**src/rtl/bus_cycle_router_if.sv**
```systemverilog
// CPU-side bus bundle for bus_cycle_router: 68030 strobes, window programming
// and the generated select/termination lines.
interface bus_cycle_router_if #(
    parameter int NWIN = 4,
    parameter int WS_W = 4
);
    logic                   AS30;
    logic                   RW30;
    logic [2:0]             FC;
    logic [31:0]            A;
    logic [NWIN*16-1:0]     WIN_MATCH;
    logic [NWIN*16-1:0]     WIN_MASK;
    logic [NWIN*2-1:0]      WIN_MODE;
    logic [NWIN*WS_W-1:0]   WIN_WS;
    logic [NWIN-1:0]        WIN_SIZE;
    logic [NWIN-1:0]        WIN_RDY;
    logic [1:0]             HOST_DSACK;
    logic [NWIN-1:0]        SEL;
    logic [1:0]             DSACK;
    logic                   PUNT;
    logic                   SPEED;
    logic                   BERR;
    logic                   BUSY;

    modport master (
        output AS30, RW30, FC, A, WIN_MATCH, WIN_MASK, WIN_MODE, WIN_WS,
               WIN_SIZE, WIN_RDY, HOST_DSACK,
        input  SEL, DSACK, PUNT, SPEED, BERR, BUSY
    );

    modport slave (
        input  AS30, RW30, FC, A, WIN_MATCH, WIN_MASK, WIN_MODE, WIN_WS,
               WIN_SIZE, WIN_RDY, HOST_DSACK,
        output SEL, DSACK, PUNT, SPEED, BERR, BUSY
    );
endinterface

```
**src/rtl/bus_cycle_router.sv**
```systemverilog
// Routes each 68030 bus cycle to one of NWIN programmable windows or punts it
// to the host bus; generates selects, DSACK sizing, punt/speed and BERR timeout.
module bus_cycle_router #(
    parameter int NWIN    = 4,
    parameter int WS_W    = 4,
    parameter int TIMEOUT = 64
) (
    input  logic             CLKCPU,
    input  logic             RESET,
    bus_cycle_router_if.slave bus
);
    localparam int IW = (NWIN > 1) ? $clog2(NWIN) : 1;
    localparam logic [7:0] TO_LAST = 8'(TIMEOUT - 1);
    localparam logic [7:0] TO_PREV = 8'(TIMEOUT - 2);

    typedef enum logic [2:0] {
        S_IDLE, S_DECODE, S_WAIT, S_ACK, S_PUNT, S_BERR, S_TERM
    } state_t;

    state_t            state_q, state_d;
    logic [WS_W-1:0]   cnt_q, cnt_d;
    logic [7:0]        tcnt_q, tcnt_d;
    logic [IW-1:0]     idx_q, idx_d;
    logic [1:0]        mode_q, mode_d;
    logic              size_q, size_d;
    logic              armed_q;
    logic [NWIN-1:0]   sel_q, sel_d;
    logic [1:0]        dsack_q, dsack_d;
    logic              punt_q, punt_d;
    logic              speed_q, speed_d;
    logic              berr_q, berr_d;

    logic              hit;
    logic [IW-1:0]     hit_idx;
    logic [1:0]        hit_mode;
    logic [WS_W-1:0]   hit_ws;
    logic              hit_size;
    logic              hit_rdy;
    logic [NWIN-1:0]   hit_sel;
    logic              unused_ok;

    assign unused_ok = &{1'b0, bus.RW30, bus.A[15:0]};

    // Priority decode: the first enabled window whose masked compare hits wins.
    always_comb begin
        hit      = 1'b0;
        hit_idx  = '0;
        hit_mode = 2'b00;
        hit_ws   = '0;
        hit_size = 1'b0;
        hit_rdy  = 1'b0;
        hit_sel  = '0;
        for (int unsigned i = 0; i < NWIN; i++) begin
            if (!hit && bus.WIN_MODE[2*i +: 2] != 2'b00 &&
                ((bus.A[31:16] ^ bus.WIN_MATCH[16*i +: 16]) & bus.WIN_MASK[16*i +: 16]) == 16'h0000) begin
                hit        = 1'b1;
                hit_idx    = IW'(i);
                hit_mode   = bus.WIN_MODE[2*i +: 2];
                hit_ws     = bus.WIN_WS[WS_W*i +: WS_W];
                hit_size   = bus.WIN_SIZE[i];
                hit_rdy    = bus.WIN_RDY[i];
                hit_sel[i] = 1'b1;
            end
        end
        if (bus.FC == 3'b111) hit = 1'b0;
    end

    always_comb begin
        state_d = state_q;
        cnt_d   = cnt_q;
        tcnt_d  = tcnt_q;
        idx_d   = idx_q;
        mode_d  = mode_q;
        size_d  = size_q;
        sel_d   = sel_q;
        dsack_d = dsack_q;
        punt_d  = punt_q;
        speed_d = speed_q;
        berr_d  = berr_q;
        case (state_q)
            S_IDLE: if (!bus.AS30 && armed_q) state_d = S_DECODE;
            S_DECODE: begin
                if (bus.AS30) begin
                    state_d = S_TERM;
                end else if (hit && hit_mode != 2'b10) begin
                    idx_d  = hit_idx;
                    mode_d = hit_mode;
                    size_d = hit_size;
                    cnt_d  = hit_ws;
                    tcnt_d = '0;
                    sel_d  = hit_sel;
                    // Zero wait states terminate straight from decode.
                    if (hit_ws == '0 && (hit_mode == 2'b01 || hit_rdy)) begin
                        state_d = S_ACK;
                        dsack_d = hit_size ? 2'b00 : 2'b10;
                    end else begin
                        state_d = S_WAIT;
                    end
                end else begin
                    state_d = S_PUNT;
                    tcnt_d  = '0;
                    punt_d  = 1'b0;
                    speed_d = 1'b1;
                    dsack_d = bus.HOST_DSACK;
                end
            end
            S_WAIT: begin
                if (bus.AS30) begin
                    state_d = S_TERM;
                end else begin
                    cnt_d = (cnt_q == '0) ? '0 : cnt_q - 1'b1;
                    // Count of 1 here means the wait expires on this edge.
                    if ((cnt_q == '0 || cnt_q == WS_W'(1)) && (mode_q == 2'b01 || bus.WIN_RDY[idx_q])) begin
                        state_d = S_ACK;
                        dsack_d = size_q ? 2'b00 : 2'b10;
                    end else if (tcnt_q >= TO_PREV) begin
                        state_d = S_BERR;
                        tcnt_d  = TO_LAST;
                        berr_d  = 1'b0;
                    end else begin
                        tcnt_d = tcnt_q + 8'd1;
                    end
                end
            end
            S_ACK:  if (bus.AS30) state_d = S_TERM;
            S_BERR: if (bus.AS30) state_d = S_TERM;
            S_PUNT: begin
                if (bus.AS30) state_d = S_TERM;
                else          dsack_d = bus.HOST_DSACK;
            end
            S_TERM:  state_d = S_IDLE;
            default: state_d = S_IDLE;
        endcase
        if (state_d == S_TERM || state_d == S_IDLE) begin
            sel_d   = '0;
            dsack_d = 2'b11;
            punt_d  = 1'b1;
            speed_d = 1'b0;
            berr_d  = 1'b1;
        end
    end

    always_ff @(posedge CLKCPU) begin
        if (RESET) begin
            state_q <= S_IDLE;
            cnt_q   <= '0;
            tcnt_q  <= '0;
            idx_q   <= '0;
            mode_q  <= 2'b00;
            size_q  <= 1'b0;
            armed_q <= bus.AS30;
            sel_q   <= '0;
            dsack_q <= 2'b11;
            punt_q  <= 1'b1;
            speed_q <= 1'b0;
            berr_q  <= 1'b1;
        end else begin
            state_q <= state_d;
            cnt_q   <= cnt_d;
            tcnt_q  <= tcnt_d;
            idx_q   <= idx_d;
            mode_q  <= mode_d;
            size_q  <= size_d;
            if (bus.AS30) armed_q <= 1'b1;
            sel_q   <= sel_d;
            dsack_q <= dsack_d;
            punt_q  <= punt_d;
            speed_q <= speed_d;
            berr_q  <= berr_d;
        end
    end

    assign bus.SEL   = sel_q;
    assign bus.DSACK = dsack_q;
    assign bus.PUNT  = punt_q;
    assign bus.SPEED = speed_q;
    assign bus.BERR  = berr_q;
    assign bus.BUSY  = (state_q != S_IDLE);
endmodule

```
**src/flat_wrapper.sv**
```systemverilog
// flat-port wrapper written by rule: the top's interface ports become plain ports
module bus_cycle_router_flat 
#(
    parameter int NWIN    = 4,
    parameter int WS_W    = 4,
    parameter int TIMEOUT = 64
)
  (CLKCPU, RESET, bus_AS30, bus_RW30, bus_FC, bus_A, bus_WIN_MATCH, bus_WIN_MASK, bus_WIN_MODE, bus_WIN_WS, bus_WIN_SIZE, bus_WIN_RDY, bus_HOST_DSACK, bus_SEL, bus_DSACK, bus_PUNT, bus_SPEED, bus_BERR, bus_BUSY);
  bus_cycle_router_if #(.NWIN(NWIN), .WS_W(WS_W)) bus_i ();
  input  logic CLKCPU;
  input  logic RESET;
  input wire logic [$bits(bus_i.AS30)-1:0] bus_AS30;
  input wire logic [$bits(bus_i.RW30)-1:0] bus_RW30;
  input wire logic [$bits(bus_i.FC)-1:0] bus_FC;
  input wire logic [$bits(bus_i.A)-1:0] bus_A;
  input wire logic [$bits(bus_i.WIN_MATCH)-1:0] bus_WIN_MATCH;
  input wire logic [$bits(bus_i.WIN_MASK)-1:0] bus_WIN_MASK;
  input wire logic [$bits(bus_i.WIN_MODE)-1:0] bus_WIN_MODE;
  input wire logic [$bits(bus_i.WIN_WS)-1:0] bus_WIN_WS;
  input wire logic [$bits(bus_i.WIN_SIZE)-1:0] bus_WIN_SIZE;
  input wire logic [$bits(bus_i.WIN_RDY)-1:0] bus_WIN_RDY;
  input wire logic [$bits(bus_i.HOST_DSACK)-1:0] bus_HOST_DSACK;
  output wire logic [$bits(bus_i.SEL)-1:0] bus_SEL;
  output wire logic [$bits(bus_i.DSACK)-1:0] bus_DSACK;
  output wire logic [$bits(bus_i.PUNT)-1:0] bus_PUNT;
  output wire logic [$bits(bus_i.SPEED)-1:0] bus_SPEED;
  output wire logic [$bits(bus_i.BERR)-1:0] bus_BERR;
  output wire logic [$bits(bus_i.BUSY)-1:0] bus_BUSY;
  assign bus_i.AS30 = bus_AS30;
  assign bus_i.RW30 = bus_RW30;
  assign bus_i.FC = bus_FC;
  assign bus_i.A = bus_A;
  assign bus_i.WIN_MATCH = bus_WIN_MATCH;
  assign bus_i.WIN_MASK = bus_WIN_MASK;
  assign bus_i.WIN_MODE = bus_WIN_MODE;
  assign bus_i.WIN_WS = bus_WIN_WS;
  assign bus_i.WIN_SIZE = bus_WIN_SIZE;
  assign bus_i.WIN_RDY = bus_WIN_RDY;
  assign bus_i.HOST_DSACK = bus_HOST_DSACK;
  assign bus_SEL = bus_i.SEL;
  assign bus_DSACK = bus_i.DSACK;
  assign bus_PUNT = bus_i.PUNT;
  assign bus_SPEED = bus_i.SPEED;
  assign bus_BERR = bus_i.BERR;
  assign bus_BUSY = bus_i.BUSY;
  bus_cycle_router #(.NWIN(NWIN), .WS_W(WS_W), .TIMEOUT(TIMEOUT)) u_core (.CLKCPU(CLKCPU), .RESET(RESET), .bus(bus_i));
endmodule
```
**config.mk**
```make
export PLATFORM = sky130hd
export DESIGN_NAME = bus_cycle_router_flat
export DESIGN_NICKNAME = d
export VERILOG_FILES = /design/src/rtl/bus_cycle_router_if.sv /design/src/rtl/bus_cycle_router.sv /design/src/flat_wrapper.sv
export SDC_FILE = /design/constraint.sdc
export NUM_CORES = 1
export LEC_CHECK = 0
export CORE_ASPECT_RATIO = 1.4
export CORE_UTILIZATION = 35
export DETAILED_ROUTE_END_ITERATION = 12
export HOLD_SLACK_MARGIN = 0.1
export PLACE_DENSITY_LB_ADDON = 0.05
export SYNTH_ARGS = -nofsm -noshare
export SYNTH_HDL_FRONTEND = slang
export SYNTH_SLANG_ARGS = --single-unit
```
**constraint.sdc**
```tcl
create_clock -name CLKCPU -period 3.95 [get_ports CLKCPU]
set_input_delay 1.185 -clock CLKCPU [delete_from_list [all_inputs] [get_ports CLKCPU]]
set_output_delay 1.185 -clock CLKCPU [all_outputs]
set_load 0.01 [all_outputs]
```
Word level (Yosys, flattened, before mapping)
Cells that the tools add are included.
Widths: inputs -> output; s select.

storage, ports and cells
  bits in registers = 30
  input port bits = 201
  output and inout bits = 10
  word-level logic and storage cells = 147

cells by class
  add/sub/neg operators = 2
  magnitude comparators = 2
  equal/unequal tests = 18
  multiplexer cells = 59
  bitwise logic cells = 11
  reductions and logical operators = 43

operators by type and width
  kind                 count
  $and 16x16->16       4
  $logic_not 16->1     4
  $xor 16x16->16       4
  $mux 4               8
  $mux 8               4
  $mux 2               14
  $mux 1               21
  $mux 3               7
  $pmux 8 s2           1
  $eq 3x3->1 const B   4
  $pmux 3 s4           1
  $reduce_and 4->1     3
  $reduce_bool 2->1    6
  $logic_and 1x1->1    11
  $ne 2x2->1 const B   5
  $add 8x1->8 const B  1
  $ge 8x6->1 const B   1
  $logic_not 4->1      2
  $pmux 4 s2           1
  $eq 3x2->1 const B   2
  $logic_not 3->1      2
  $pmux 2 s3           1
  $reduce_and 3->1     2
  $reduce_and 6->1     1
  other kinds (14)     25

Logic depth before layout (Yosys ltp)
Gate-level depths: netlist of the first run.

  depth in word-level cells = 27
  gate-level depth with buffers = 12
  gate-level depth less buffers = 11

Worst setup path before layout of the first run
OpenSTA, ideal clock, no wires.

  path type = input-to-reg
  start point = in bus_A[17]
  end point = reg u_core.cnt_q[2]
  library setup time = 0.070 ns
  arrival time = 3.609 ns
  required time = 3.880 ns
  slack = 0.270 ns
  stages = 12
  buffers on the path = 2
  cell sequence = xor2_1 -> a22oi_1 -> o2111ai_1 -> or3_1 -> buf_4 -> mux2i_1 -> a211oi_4 -> a21oi_1 -> or3_1 -> buf_2 -> a311o_1 -> a21oi_1

between the ends
  word-level cells in the longest chain between the ends = 21
  elaborated cells between the ends (all ways) = 42
  those cells by class = eq/ne (2); mux (16); bitwise (8); reduce/logical (16)

ends and longest elaborated chain
  element                                      line                                            RTL
  from (decl)                                  flat_wrapper.sv:15                              input wire logic [$bits(bus_i.A)-1:0] bus_A;
  $xor 16x16->16                               bus_cycle_router.sv:55                          ((bus.A[31:16] ^ bus.WIN_MATCH[16*i +: 16]) & bus.WIN_MASK[16*i +: 16]) == 16'h0000) begin
  $and 16x16->16                               bus_cycle_router.sv:55
  $logic_not 16->1                             bus_cycle_router.sv:55
  $logic_and 1x1->1                            bus_cycle_router.sv:54                          if (!hit && bus.WIN_MODE[2*i +: 2] != 2'b00 &&
  $mux 1                                       bus_cycle_router.sv:54
  $logic_not 1->1                              bus_cycle_router.sv:54
  $logic_and 1x1->1 (2 in series)              bus_cycle_router.sv:54
  $mux 1                                       bus_cycle_router.sv:54
  [... 3 more ...]                             n/a
  $mux 1                                       bus_cycle_router.sv:54
  $logic_not 1->1                              bus_cycle_router.sv:54
  $logic_and 1x1->1 (2 in series)              bus_cycle_router.sv:54
  $mux 2 / $mux 1 (equally long branches)      bus_cycle_router.sv:54
  $ne 2x2->1 / $mux 1 (equally long branches)  bus_cycle_router.sv:85, bus_cycle_router.sv:65
  $logic_and 1x1->1                            bus_cycle_router.sv:85                          end else if (hit && hit_mode != 2'b10) begin
  $ne 2x1->1 (no source line)                  n/a
  $reduce_and 4->1 (no source line)            n/a
  to (signal assigned)                         bus_cycle_router.sv:159                         cnt_q <= cnt_d;
  to (decl)                                    bus_cycle_router.sv:21                          logic [WS_W-1:0] cnt_q, cnt_d;

Several ways; a longest one is shown, not always the timed one. The select of a mux whose other input is x is not followed.
A chain may end at the register's enable or synchronous reset.

Final worst setup path of the first run
  start point = in bus_WIN_MATCH[6]
  end point = reg u_core.cnt_q[3]

between the ends
  word-level cells in the longest chain between the ends = 21
  elaborated cells between the ends (all ways) = 33
  those cells by class = eq/ne (2); mux (16); bitwise (2); reduce/logical (13)

ends and longest elaborated chain
  element                                      line                                            RTL
  from (decl)                                  flat_wrapper.sv:16                              input wire logic [$bits(bus_i.WIN_MATCH)-1:0] bus_WIN_MATCH;
  $xor 16x16->16 *                             bus_cycle_router.sv:55
  $and 16x16->16 *                             bus_cycle_router.sv:55
  $logic_not 16->1 *                           bus_cycle_router.sv:55
  $logic_and 1x1->1 *                          bus_cycle_router.sv:54
  $mux 1                                       bus_cycle_router.sv:54
  $logic_not 1->1                              bus_cycle_router.sv:54
  $logic_and 1x1->1 (2 in series)              bus_cycle_router.sv:54
  $mux 1                                       bus_cycle_router.sv:54
  [... 3 more ...]                             n/a
  $mux 1                                       bus_cycle_router.sv:54
  $logic_not 1->1                              bus_cycle_router.sv:54
  $logic_and 1x1->1 (2 in series)              bus_cycle_router.sv:54
  $mux 2 / $mux 1 (equally long branches)      bus_cycle_router.sv:54
  $ne 2x2->1 / $mux 1 (equally long branches)  bus_cycle_router.sv:85, bus_cycle_router.sv:65
  $logic_and 1x1->1                            bus_cycle_router.sv:85
  $ne 2x1->1 (no source line)                  n/a
  $reduce_and 4->1 (no source line)            n/a

Mark *: on every way between the ends. The rest lies on a longest branch, timed or not. The select of a mux whose other input is x is not followed.

==> flow_summary.toml, run 1 <==
[outcome]
status = "completed"

[layout]
layout_common_cells = "clkdlybuf4s50_1 (177), xor2_1 (65), buf_4 (56), nor2_1 (32), dfxtp_1 (29)"
final_nets = 815
layout-drive-gt1-share = 0.168
syn_to_final_growth_pct = 94.8
final_common_cell = "clkdlybuf4s50_1"
n_antenna_cell = 0
fin_util = 0.711

[worst_setup_path]
crit_top_cell = "or3_4"
path_delay_family = "simple AND/OR/NAND/NOR gates"
critPathBufInv = 2
startpoint_type = "input port"
cp_slowest_cell = "clkdlybuf4s50_1"
required_ps = 4130
cp.arrival_ps = 3970
criticalPathCategory = "input port to flop"
crit_path_max_incr_delay_ps = 410
path_max_fanout = 5
path_cells = "clkdlybuf4s50_1, xor2_1, a22oi_1, nand4_1, or3_4, mux2i_2, a211oi_4, a21oi_2, or3_4, buf_4, o41ai_1"
cp-end-kind = "flop"

[cts]
h-tree-depth = 2
numCtsBuffers = 5
cts_tree = "built"
cts_buffer_depth = 2
cts.sinks = 30
hold_buffers = 0
clk_pin_slew_ps = 60
clk_latency_ps = 280
clock-root-buffer = "clkbuf_8"

[grt]
grt.busiest_layer = "met2"
met3_usage = 0.0385
use_met1 = 0.279
grt_usage = 0.281
grtUsageMet2 = 0.584
antenna_found_initial = 0
grt_max_degree = 22
grt_pass1_vias = 3817
grt-ovfl-total = 0
grt_pass1_wl_um = 18300

[yosys]
synthAdderAreaFrac = 0.00874
syn_inst = 367
synth_top_family_by_area = "compound AO/OA/AOI/OAI gates"
synth-simple-area-share = 0.221
synth_xor_area_frac = 0.199
syn_area_um2 = 2860
avgSynthCellArea_um2 = 7.80
ys_ff_latch = 30
synth_mux_area_frac = 0.0437
synth_top_area_cell = "dfxtp_1"
synthesis.nets = 570
async_flop_share = 0
synth_top_area_frac = 0.203
synth_compound_area_frac = 0.279
ys_warn_count = 0
synth_area_leaders = "dfxtp_1 (20%), xor2_1 (20%), a22oi_1 (8.4%)"
synth_edf_count = 1
yosysUniqueCellTypes = 56
ys_seq_area_frac = 0.213
synth_ff_type = "dfxtp_1"

[timing]
fin_crit_sh = 0.960
slew_headroom = 0.630
setup_ws_ps = 158
setup_violations = 0
fin_crit_ps = 3790
skew_ps = 4.02
grt_setup_unrepaired = "false"
final-hold-violation-count = 0
finalMaxSlewViolations = 0
hold_ws_ps = 454
worstMarginPinSlew_ps = 549
clock.fmax_mhz = 264

[power]
p_total_mw = 1.05
power.switching_mw = 0.313
intPower_mw = 0.740
combPwrFrac = 0.451
pwr-share-clk = 0.242
vdd_drop_max_mv = 0.207
p_per_area_nw_per_um2 = 189
p_leak_nw = 2.29
seq_power_share = 0.307
swShare = 0.297

[die]
coreArea_um2 = 7850
row_count = 38
die-area_um2 = 8550
die_h_um = 109
start_util = 0.365
io_pins = 211
dieWidth_um = 78.4

[flow_run]
maxCapViolCount = 0

[placed_design]
dp_slack_ps = -392
dp_hpwl_um = 10200
port_buffers = 193
globalplace.congestion = 0.863

[routing]
viasPerCell = 5.27
vias = 3760
wl_per_cell_um = 16.7
drtIter0Drc = 170
drt_wl_total_um = 11900
dr.pass1.iters = 6
drc = 0
ant_nets = 0

[hold_path]
min_path_type = "flop to flop"
-- kinds of logic after synthesis --
group                      Yosys count
and+or+nand+nor                    121
xor gates and xnor gates            65
AOI/OAI and AO/OA                  113
adders and majority gates            2
muxes                               11
buffers and inverters               25
DFF                                 30
-- routing by layer --
metal  up-vias  wire [um]
li1       1837          -
met1      1734       4150
met2       173       6790
met3        16        773
met4         0        217
met5         -          0
-- sequential cells by signal, indices dropped and copies added (netlist names), 2 cells and up --
signal            count
u_core.tcnt_q         8
u_core.bus.SEL        4
u_core.cnt_q          4
u_core.state_q        3
u_core.bus.DSACK      2
u_core.idx_q          2
u_core.mode_q         2
-- power by group through the flow --
stage | sequential, mW | clock, mW | combinational (mW)
detailed placement | 0.329 | 0 | 0.458
global placement | 0.329 | 0 | 0.450
global route | 0.324 | 0.269 | 0.513
floorplan | 0.321 | 0 | 0.168
CTS | 0.323 | 0.257 | 0.461
finish | 0.323 | 0.255 | 0.476
-- what timing repair did --
action                     in CTS  in global routing
resized for setup               8                 39
pin swaps                       2                 13
setup endpoints to repair       7                 10
setup buffers                   1                  4
-- layout make-up --
class                           instances  area [um2]
Multi-Input combinational cell        312        2290
Clock inverter                          1        5.00
Timing Repair Buffer                  253        2420
Tap cell                              100         125
Fill cell                             675        2270
Inverter                               10        37.5
Clock buffer                            7        86.3
Sequential cell                        30         611
-- synthesized netlist by cell type, drive strengths merged (7+ instances only) --
cell type and count:
mux2i 8, o21ai 17, nand3 7, nor2 32, a21oi 27, nand4 7
nor3 12, xor2 65, dfxtp 29, a22oi 32, nand2 27, inv 10
clkbuf 11
-- tightest hold or removal path: stages, from the launching register on --
cell	delay, ps
dfxtp_1	310
nand2_1	50
a21oi_1	50
-- final timing paths --
kind                     startpoint                   to  slack [ps]  depth (start not counted)
setup / recovery   bus_WIN_MATCH[6]      u_core.cnt_q[3]         160                         11
hold / removal    u_core.bus.SEL[2]    u_core.bus.SEL[2]         450                          2
setup reg to reg   u_core.tcnt_q[1]  u_core.bus.DSACK[0]        1520                         10
hold reg to reg   u_core.bus.SEL[2]    u_core.bus.SEL[2]         450                          2
-- through the flow --
stage | instances | area (um2) | TNS (ps)
global placement | 701 | 5280 | -3110
global route | 713 | 5580 | 0
floorplan | 367 | 2860 | 0
detailed placement | 701 | 5280 | -3540
CTS | 710 | 5380 | 0
finish | 713 | 5580 | 0
No activity file was read; power rests on OpenSTA's default activity.
==> run 2, diff against run 1 <==
Settings changed: CORE_AREA set to 2 2 81 83, CORE_ASPECT_RATIO 1.4 to unset, CORE_UTILIZATION 35 to unset, DIE_AREA set to 0 0 83 85, DONT_BUFFER_PORTS set to 1.
==> run 2 against run 1 <==
Global-route usage is 0.71 points higher. Sequential share of layout area grew 8.7 points. Register-to-register slack got worse by 280 ps. Setup slack better by 210 ps. First-iteration DRC count is 35% lower. Cell count fell by 36%. Sequential cell count unchanged. Critical path depth is 1 lower. Die area decreased by 17%. Clock power is 5% lower. Critical endpoint is now u_core.bus.DSACK[1].
==> flow_summary.toml, run 2 (synthesis results as in run 1) <==
[routing]
dr.pass1.iters = 4
drc = 0
drt_wl_total_um = 10400
ant_nets = 0
vias = 2869
wl_per_cell_um = 23.1
viasPerCell = 6.33
drtIter0Drc = 111

[cts]
clk_pin_slew_ps = 70
hold_buffers = 0
clk_latency_ps = 290
h-tree-depth = 2
cts_tree = "built"
postCtsSetupBuffers = 0
cts.sinks = 30
cts_resized = 0
clock-root-buffer = "clkbuf_8"
numCtsBuffers = 5
cts_buffer_depth = 2

[grt]
grt_pass1_vias = 2818
grt_max_degree = 23
grt_pass1_wl_um = 15600
grt-ovfl-total = 0
grt_usage = 0.288
antenna_found_initial = 0

[die]
die_h_um = 85
die-area_um2 = 7060
row_count = 29
io_pins = 211
coreArea_um2 = 6200
start_util = 0.461
dieWidth_um = 83

[worst_setup_path]
cp-endpoint = "u_core.bus.DSACK[1]"
rrSetupSlack_ps = 1240
cp.arrival_ps = 3800
critPathLaunch = "bus_A[22]"
startpoint_type = "input port"
timing.rr.start = "u_core.idx_q[0]"
reg2reg_to = "u_core.tcnt_q[4]"
cp_slowest_cell = "a22oi_1"
crit_top_cell = "a22oi_1"
path_max_fanout = 4
crit_path_max_incr_delay_ps = 380
required_ps = 4170
reg2reg_depth = 8
cp-end-kind = "flop"
criticalPathCategory = "input port to flop"
path_cells = "xor2_1, a22oi_1, nand4_2, a211oi_4, nor2_1, a221o_1, a22oi_1, nand4_1, o21ai_1, mux2i_1"

[hold_path]
min_path_type = "flop to flop"

[timing]
setup_violations = 0
slew_headroom = 0.344
finalMaxSlewViolations = 0
hold_ws_ps = 455
skew_ps = 10.3
grt_setup_unrepaired = "false"
worstMarginPinSlew_ps = 976
fin_tns_setup_ps = 0
fin_crit_ps = 3580
fin_crit_sh = 0.907
clock.fmax_mhz = 279
final-hold-violation-count = 0

[layout]
fillCellCount = 641
layout-drive-gt1-share = 0.0957
final_nets = 578
largest-register = "u_core.tcnt_q"
largest_register_ff_count = 8
layout_common_cells = "xor2_1 (65), nor2_1 (32), a22oi_1 (32), dfxtp_1 (29)"
final_common_cell = "xor2_1"
n_antenna_cell = 0
syn_to_final_growth_pct = 8.57

[flow_run]
maxCapViolCount = 0

[power]
p_per_area_nw_per_um2 = 250
p_leak_nw = 1.18
vdd_drop_max_mv = 0.146

[placed_design]
dp_hpwl_um = 8790
globalplace.congestion = 0.902
port_buffers = 0

[outcome]
status = "completed"
## run 2: power breakdown
| group | internal (mW) | leakage, nW | total, mW | switching [mW] |
|---|---|---|---|---|
| clock | 0.125 | 0.0395 | 0.243 | 0.118 |
| combinational | 0.0947 | 0.900 | 0.211 | 0.116 |
| sequential | 0.311 | 0.244 | 0.323 | 0.0127 |
| total | 0.530 | 1.18 | 0.778 | 0.247 |
## run 2: worst min-delay path by stage
stage | slack (ps) | cells past startpoint | from | endpoint
final | 450 | 2 | u_core.mode_q[1] | u_core.mode_q[1]
after global routing | 470 | 2 | u_core.mode_q[1] | u_core.mode_q[1]
after CTS | 450 | 2 | u_core.mode_q[1] | u_core.mode_q[1]
after detailed placement | 440 | 2 | u_core.mode_q[1] | u_core.mode_q[1]
after global placement | 440 | 2 | u_core.mode_q[1] | u_core.mode_q[1]
after floorplan | 440 | 2 | u_core.mode_q[1] | u_core.mode_q[1]
## run 2: routing by layer
layer	up-vias	track usage	share of wire	wire length, um
li1	1365	-	-	-
met1	1323	0.385	0.42	4360
met2	172	0.474	0.46	4840
met3	9	0.0720	0.11	1110
met4	0	0.0581	0.013	137
met5	-	0	0	0
## run 2: through the flow
step / cells / setup slack [ps] / total power [mW] / instance area [um2] / utilization
after floorplan: 367 / 270 / 0.488 / 2860 / -
after global placement: 445 / 98.5 / 0.537 / 3030 / 0.488
after detailed placement: 445 / 41.5 / 0.539 / 3030 / 0.488
after CTS: 453 / 327 / 0.778 / 3110 / 0.501
after global routing: 453 / 144 / 0.819 / 3110 / 0.501
final: 453 / 367 / 0.778 / 3110 / 0.501
## run 2: final cells by class
cell class                      count  area (um2)  share of cell area
Timing Repair Buffer               16         133              0.0427
Inverter                           10        37.5              0.0121
Clock buffer                        8        80.1              0.0258
Tap cell                           77        96.3              0.0310
Sequential cell                    30         611               0.196
Multi-Input combinational cell    312        2150               0.692
## run 2: worst max-delay path: cells and delay by family
family          cells  cell delay [ps]
compound gates      5             1630
simple gates        3              610
xor+xnor            1              160
mux                 1              210
==> run 3, diff against run 2 <==
Clock period 3.95 ns to 3.86 ns, I/O delays scaled along.
==> run 3 against run 2 <==
Global-route usage decreased by 0.22 points. Core utilization increased by 0.89 points. Count of clock-buffer cells in the layout unchanged. Die area unchanged. Critical endpoint unchanged. Via count decreased by 0.70%.
==> flow_summary.toml, run 3 (synthesis results as in run 1) <==
[outcome]
status = "completed"

[layout]
largest_register_ff_count = 8
largest-register = "u_core.tcnt_q"
layout-drive-gt1-share = 0.115
layout_common_cells = "xor2_1 (65), nor2_1 (32), a22oi_1 (32), dfxtp_1 (29)"
final_nets = 583
n_antenna_cell = 0
fillCellCount = 620
syn_to_final_growth_pct = 10.5
final_common_cell = "xor2_1"

[grt]
grt-ovfl-total = 0
grt_pass1_vias = 2809
grt_usage = 0.286
antenna_found_initial = 0
grt_pass1_wl_um = 15500
grt_max_degree = 23

[placed_design]
globalplace.congestion = 0.918
port_buffers = 0
dp_hpwl_um = 8830
dp_slack_ps = 15.8

[worst_setup_path]
startpoint_type = "input port"
path_max_fanout = 5
criticalPathCategory = "input port to flop"
cp.arrival_ps = 3690
cp-end-kind = "flop"
required_ps = 4020

[cts]
numCtsBuffers = 5
cts_resized = 0
clock-root-buffer = "clkbuf_8"
clk_latency_ps = 280
h-tree-depth = 2
cts.sinks = 30
cts_buffer_depth = 2
postCtsSetupBuffers = 0
cts_tree = "built"
clk_pin_slew_ps = 60
hold_buffers = 0

[timing]
finalMaxSlewViolations = 0
skew_ps = 5.18
fin_tns_setup_ps = 0
grt_setup_unrepaired = "false"
slew_headroom = 0.329
setup_ws_ps = 323
setup_violations = 0
worstMarginPinSlew_ps = 1000
fin_crit_sh = 0.916
final-hold-violation-count = 0
fin_crit_ps = 3540
clock.fmax_mhz = 283

[routing]
dr.pass1.iters = 4
drt_wl_total_um = 10300
drc = 0
wl_per_cell_um = 22.4
vias = 2849
drtIter0Drc = 159
viasPerCell = 6.22
ant_nets = 0

[flow_run]
maxCapViolCount = 0

[power]
p_leak_nw = 1.22
p_total_mw = 0.845
p_per_area_nw_per_um2 = 267
vdd_drop_max_mv = 0.240

[die]
die-area_um2 = 7060
coreArea_um2 = 6200
io_pins = 211
die_h_um = 85
row_count = 29
start_util = 0.461
dieWidth_um = 83

[hold_path]
min_path_type = "flop to flop"
==> run 3: final timing paths <==
| kind | start | end | slack (ps) | depth (start not counted) |
|---|---|---|---|---|
| worst max-delay path | bus_A[17] | u_core.bus.DSACK[1] | 320 | 10 |
| worst min-delay path | u_core.mode_q[1] | u_core.mode_q[1] | 450 | 2 |
| worst max register to register | u_core.idx_q[0] | u_core.tcnt_q[4] | 960 | 9 |
| worst min register to register | u_core.mode_q[1] | u_core.mode_q[1] | 450 | 2 |
==> run 3: routing by layer <==
metal  share of wire  global-route usage
met1            0.42               0.377
met2            0.47               0.466
met3            0.10              0.0846
met4           0.013              0.0581
met5               0                   0
==> run 3: cell type report <==
type / count / area, um2 / share of cell area
Clock buffer: 8 / 110 / 0.0348
Tap cell: 77 / 96.3 / 0.0305
Sequential cell: 30 / 611 / 0.193
Multi-Input combinational cell: 312 / 2150 / 0.680
Inverter: 10 / 37.5 / 0.0119
Timing Repair Buffer: 21 / 158 / 0.0498
==> run 3: where the power goes <==
| part | switching (mW) | internal, mW |
|---|---|---|
| Sequential | 0.0129 | 0.318 |
| Clock | 0.116 | 0.180 |
| Combinational | 0.118 | 0.101 |
==> run 3: worst max-delay path, stage by stage <==
cell and delay, ps:
xor2_1 140, a22oi_1 340, o2111ai_1 220, or3_1 420, mux2i_1 190, a211oi_4 320, buf_4 190, mux2_2 330
a211oi_1 270, mux2i_1 110
==> run 3: per-stage QoR <==
step / utilization / hold WS, ps / instances / area, um2
floorplan: - / 436 / 367 / 2860
global placement: 0.492 / 443 / 450 / 3050
detailed placement: 0.492 / 444 / 450 / 3050
CTS: 0.510 / 451 / 458 / 3160
global route: 0.510 / 487 / 458 / 3160
finish: 0.510 / 452 / 458 / 3160
